File: src/rtl/mem_stage_ctrl.sv
// Memory-stage controller: drives a req/ack data-memory access for loads/stores,
// stalls upstream while it is outstanding, resolves branches and holds the MEM/WB register.
module mem_stage_ctrl #(
   parameter int XLEN    = 64,
   parameter int TIMEOUT = 16,
   parameter int CNT_W   = 5
) (
   input  logic            clk,
   input  logic            reset,
   input  logic [XLEN-1:0] Adderout,
   input  logic            zero,
   input  logic [XLEN-1:0] result_alu,
   input  logic [XLEN-1:0] writedata,
   input  logic [4:0]      rd,
   input  logic            Branch,
   input  logic            Memread,
   input  logic            Memtoreg,
   input  logic            Memwrite,
   input  logic            Regwrite,
   input  logic            addermuxselect,
   input  logic            flush,
   output logic            dmem_req,
   output logic            dmem_we,
   output logic [XLEN-1:0] dmem_addr,
   output logic [XLEN-1:0] dmem_wdata,
   input  logic [XLEN-1:0] dmem_rdata,
   input  logic            dmem_ack,
   output logic            stall,
   output logic            pcsrc,
   output logic [XLEN-1:0] branch_target,
   output logic            mem_err,
   output logic [XLEN-1:0] wb_readdata,
   output logic [XLEN-1:0] wb_alu_result,
   output logic [4:0]      wb_rd,
   output logic            wb_Memtoreg,
   output logic            wb_Regwrite,
   output logic [1:0]      dbg_state
);

   // Memory handshake: dmem_req rises registered and stays high, with address,
   // write-enable and write data frozen, until the edge that samples dmem_ack=1.
   typedef enum logic [1:0] {S_IDLE = 2'd0, S_WAIT = 2'd1, S_DONE = 2'd2} state_t;

   state_t            state, state_nx;
   logic [CNT_W-1:0]  cnt;
   logic              abort;
   logic [XLEN-1:0]   rdata_r;
   logic              memop, misaligned, start, ack_hit, tmo, wb_load, squash;

   assign memop      = Memread | Memwrite;
   assign misaligned = memop & (result_alu[2:0] != 3'd0);
   assign start      = (state == S_IDLE) & memop & ~misaligned;
   assign ack_hit    = (state == S_WAIT) & dmem_ack;
   assign tmo        = (state == S_WAIT) & ~dmem_ack & (cnt == CNT_W'(TIMEOUT - 1));
   assign wb_load    = ((state == S_IDLE) & ~start) | (state == S_DONE);
   assign squash     = ((state == S_IDLE) & misaligned) | ((state == S_DONE) & abort);

   // Stall is forced low while reset is held so the front end is released at once.
   assign stall         = reset & (start | (state == S_WAIT));
   assign pcsrc         = Branch & zero & ~stall;
   assign branch_target = addermuxselect ? {result_alu[XLEN-1:1], 1'b0} : Adderout;
   assign dbg_state     = state;

   always_ff @(posedge clk or negedge reset) begin
      if (!reset) state <= S_IDLE;
      else        state <= state_nx;
   end

   always_comb begin
      state_nx = state;
      case (state)
         S_IDLE:  if (start) state_nx = S_WAIT;
         S_WAIT:  if (ack_hit || tmo) state_nx = S_DONE;
         S_DONE:  state_nx = S_IDLE;
         default: state_nx = S_IDLE;
      endcase
   end

   always_ff @(posedge clk or negedge reset) begin
      if (!reset) begin
         dmem_req      <= 1'b0;
         dmem_we       <= 1'b0;
         dmem_addr     <= '0;
         dmem_wdata    <= '0;
         cnt           <= '0;
         abort         <= 1'b0;
         rdata_r       <= '0;
         mem_err       <= 1'b0;
         wb_readdata   <= '0;
         wb_alu_result <= '0;
         wb_rd         <= '0;
         wb_Memtoreg   <= 1'b0;
         wb_Regwrite   <= 1'b0;
      end else begin
         mem_err <= tmo | ((state == S_IDLE) & misaligned);
         if (start) begin
            dmem_req   <= 1'b1;
            dmem_we    <= Memwrite;
            dmem_addr  <= result_alu;
            dmem_wdata <= writedata;
            cnt        <= '0;
            abort      <= 1'b0;
            rdata_r    <= '0;
         end else if (ack_hit) begin
            dmem_req <= 1'b0;
            if (!dmem_we) rdata_r <= dmem_rdata;
         end else if (tmo) begin
            dmem_req <= 1'b0;
            abort    <= 1'b1;
         end else if (state == S_WAIT) begin
            cnt <= cnt + CNT_W'(1);
         end

         if (wb_load) begin
            if (flush) begin
               wb_readdata   <= '0;
               wb_alu_result <= '0;
               wb_rd         <= '0;
               wb_Memtoreg   <= 1'b0;
               wb_Regwrite   <= 1'b0;
            end else begin
               wb_readdata   <= (state == S_DONE) ? rdata_r : '0;
               wb_alu_result <= result_alu;
               wb_rd         <= rd;
               wb_Memtoreg   <= Memtoreg;
               wb_Regwrite   <= Regwrite & ~squash;
            end
         end
      end
   end

endmodule
File: config.mk
export PLATFORM = sky130hd
export DESIGN_NAME = mem_stage_ctrl
export DESIGN_NICKNAME = d
export VERILOG_FILES = /design/src/rtl/mem_stage_ctrl.sv
export SDC_FILE = /design/constraint.sdc
export NUM_CORES = 1
export LEC_CHECK = 0
export CORE_AREA = 4 4 234 236
export DETAILED_ROUTE_END_ITERATION = 16
export DIE_AREA = 0 0 238 240
export PLACE_DENSITY = 0.63
export SYNTH_ARGS = -nofsm -noshare
export SYNTH_HDL_FRONTEND = slang
export SYNTH_SLANG_ARGS = --single-unit
File: constraint.sdc
create_clock -name clk -period 3.6 [get_ports clk]
set_clock_uncertainty 0.05 [all_clocks]
set_input_delay 1.08 -clock clk [delete_from_list [all_inputs] [get_ports clk]]
set_output_delay 1.08 -clock clk [all_outputs]
set_load 0.005 [all_outputs]
==> results <==
- In this run the core area contains 84 standard-cell rows.
- The clock insertion delay at the later pin of the skew report is 0.54 ns.
- The cell at the root of the clock tree is sky130_fd_sc_hd__clkbuf_16.
- The area used by multi-input combinational logic is 5245 sq um.
- The total die area is 57,120 sq um.
- In this run the deepest clock path goes through 3 buffers.
- TritonCTS built the clock tree.
- The total via count after detailed routing is 10,629.
- Counting flops with an async set or reset pin after synthesis yields a share of 100.0%.
- The startpoint kind of the worst setup timing path is a primary input.
- In this run the critical register-to-register path is launched from dbg_state[0].
- The fmax is 282.7 MHz.
- The signal arrival time at the worst endpoint is 2.41 ns.
- In this run the power spent charging and discharging nets is 4285 uW.
- The worst voltage drop across the vdd grid is 0.4360 mV.
- The endpoint class of the critical path is an output port.
- In this run the cell area measured after placement is 21,080 sq um.
- After clock tree synthesis, the flow added hold-fix buffers numbering 0.
- Yosys mapped a number of flops with a built-in enable equal to 0.
- The worst min-delay path startpoint is cnt[3].
- The switching share of total power is 27.93%.
- The first-pass GRT wire length is 69.99 mm.
- The number of port buffers is 605.
- For this run, the post-layout net count is 1,937.
- The total wirelength of the detailed-routed design is 47.55 mm.
- The biggest fanout along the worst timing path is 2.
- Combinational cells account for 35.1% of the total power.
- During I/O placement, the number of pins put on the boundary was 606.
- The worst slack on hold paths is 0.4234 ns.
- The post-route standard cell area excluding fillers is 22,440 sq um.
- In this run the mean area of a mapped cell was 13.37 sq um.
- The initial antenna violation count was 4.
- Setup repair after global routing left no endpoint under its margin.
- The H-tree was split into 2 levels.
- The congestion estimate from routability-driven global placement came to 0.8137.
- The total routing usage reported by global routing is 15.70%.
- During synthesis, Yosys emitted a total of 0 warnings.
- The number of maximum-capacitance violations is 0.
- The layout overhead on the synthesized area is 59.98%.
- Once the floorplan was initialized, standard cells occupied 26.74% of the core.
- Clock-pin slew was measured on the worst setup and hold paths at 0.06 ns.
- In this run the static leakage power is 0.009628 uW.
- The type of the worst setup path is in -> out.
- After filler insertion, the fill cell instance count of the layout stands at 4,866.
- The number of register bits inferred by synthesis is 338.
- Measured against its own limit, the worst slew margin works out to 28.64%.
- The flow ran to the end, and the final reports show no timing, DRC or antenna violations.
- The CTS buffer count is 40.
- The final critical path takes up 98.25% of the cycle.
- The die height is 240 microns.
- The measured slew at the worst slew-check pin is 1.070 ns.
- Summed over all nets, the half-perimeter wirelength after detailed placement is 34.80 mm.
- The internal cell power is 11,060 uW.
- Entering global routing, the biggest net connects 142 pins.
- The share of layout cells above drive strength 1 is 21.76%.
- In the layout the commonest cells are sky130_fd_sc_hd__clkdlybuf4s50_1 (597), sky130_fd_sc_hd__dfrtp_1 (338), sky130_fd_sc_hd__mux2_2 (215).
- The via count of the first global-routing pass was 11,185.
- In this run the critical register-to-register path is captured at rdata_r[2].
- The unique cell type count in the Yosys netlist is 39.
- The total grt overflow is 0.
- The internal reg-to-reg setup slack is 1.27 ns.
- The instance count of the mapped netlist is 1,049.
- For this block, the initial DRC count from the detailed router was 454.
- The number of remaining DRC errors is 0.
- Setup violations remaining at the end of the flow were counted as 0.
- The hold-critical path depth is 1.
- The register area is 8458 sq um.
- The final count of hold timing violations is 0.
- The detail route stage leaves a number of antenna-violating nets equal to 0.
- The worst min-delay path class is reg -> reg.
- The final critical delay including setup and external delays is 3.537 ns.
- The width of the chip is 238 microns.
- In this run the power density over the cells is 683.8 nW/um^2.
- In this run the cell area of the synthesized design comes to 14,030 sq um.
- The library cell used most frequently in the layout, excluding fill and tap cells, is sky130_fd_sc_hd__clkdlybuf4s50_1.
- The depth of the worst register-to-register path is 5.
- The required time of the critical path is 2.47 ns.
- The end point of the worst hold path is cnt[3].
- The sequential cell area fraction in the yosys report is 60.30%.
- The number of search-and-repair iterations in the first detailed-routing pass is 6.
- The area of the core is 52,450 sq um.
- Per report_power, the clock group accounts for 26.8% of the total.
- The share of total power dissipated in sequential elements is 38.1%.
- Dividing the detail-routed wire length by the instance count gives 19.96 microns.
- The most frequently used flop master after synthesis is sky130_fd_sc_hd__dfrtp_1.
- The final max-slew violation count is 0.
- In the routed layout, each cell is associated on average with a via count of 4.462.
- In the final timing run, aggregate negative setup slack is 0 ns.
- When the netlist entered floorplanning its net count stood at 1,323.
- CTS saw 338 sinks.
[layer usage]
metal  wire, microns  vias up  global-route usage [%]
met4            1166        2                   4.661
met3            3782       63                   4.932
li1                -     4869                       -
met1           18660     5322                   19.11
met5               7        -                       0
met2           23930      373                   26.88
[logic make-up after synthesis]
kind of cell    after synthesis  synth area share [%]
flops                       338                 60.30
mux                         258                 21.66
simple gates                228                 7.895
compound gates              144                 7.172
buf+inv                      78                 2.730
fa+ha+maj                     2                0.1784
xor+xnor                      1               0.06246
[per-stage QoR]
| stage | util (%) | power, uW | worst slack [ns] | std cells |
|---|---|---|---|---|
| 6_report | 42.79 | 15340 | 0.06314 | 2382 |
| 5_1_grt | 42.79 | 16210 | 0.005011 | 2382 |
| 4_1_cts | 42.77 | 15610 | 0.03204 | 2379 |
| 3_5_place_dp | 40.19 | 11370 | -0.6858 | 2309 |
| 3_3_place_gp | 40.19 | 11250 | -0.6545 | 2309 |
| 2_1_floorplan | - | 7892 | 0.3744 | 1049 |
[synthesized netlist by cell type, drive strengths merged (2+ instances only)]
cell type	n	area, sq um
inv	4	15.01
a21oi	68	340.3
mux2i	2	20.02
ha	2	25.02
nand2	130	488.0
and2	5	31.28
a22o	65	569.3
dfrtp	338	8458
or2	2	12.52
nor3b	4	30.03
clkbuf	31	116.4
or3	2	17.52
a21o	4	30.03
nor2b	68	425.4
nor2	8	30.03
buf	43	251.5
o31ai	4	43.79
mux2	256	3018
[layout make-up]
| class | instances | share of cell area, % |
|---|---|---|
| sequential | 338 | 37.69 |
| timing repair buffer | 646 | 29.02 |
| multi-input combinational | 633 | 23.37 |
| clock buffer | 59 | 5.319 |
| tap | 688 | 3.836 |
| clock inverter | 11 | 0.6580 |
| inverter | 4 | 0.06691 |
| antenna | 3 | 0.03346 |
[flip-flops by register name, indices dropped and copies added, names as in the netlist, 2 cells and up]
signal,count
rdata_r,64
dmem_wdata,64
cnt,5
dmem_addr,64
wb_readdata,64
wb_rd,5
wb_alu_result,64
dbg_state,2
[worst max-delay path by stage]
stage                   endpoint  depth (start not counted)           start
6_report                   stall                          6   result_alu[0]
3_3_place_gp               stall                          5   result_alu[2]
3_5_place_dp               stall                          5   result_alu[0]
4_1_cts                    stall                          6   result_alu[1]
2_1_floorplan  branch_target[10]                          3  addermuxselect
5_1_grt                    stall                          6   result_alu[0]
[critical path, cell delays in order]
cell                            delay, ns
sky130_fd_sc_hd__dlygate4sd2_1       0.25
sky130_fd_sc_hd__or3_4               0.44
sky130_fd_sc_hd__o31ai_4             0.24
sky130_fd_sc_hd__buf_4               0.14
sky130_fd_sc_hd__and2_4              0.14
sky130_fd_sc_hd__buf_2               0.11
[power by group through the flow]
| stage | registers (uW) | clock network (uW) | logic, uW |
|---|---|---|---|
| 5_1_grt | 6020 | 4400 | 5780 |
| 3_5_place_dp | 5920 | 0 | 5460 |
| 3_3_place_gp | 5850 | 0 | 5400 |
| 4_1_cts | 5860 | 4260 | 5490 |
| 6_report | 5850 | 4120 | 5380 |
| 2_1_floorplan | 5890 | 0 | 2000 |
[timing repair]
action	CTS	global route
resized for setup	12	0
endpoints found under the setup margin	2	1
setup buffers	1	0
pin swaps	3	1
(Power assumes the default switching activity.)
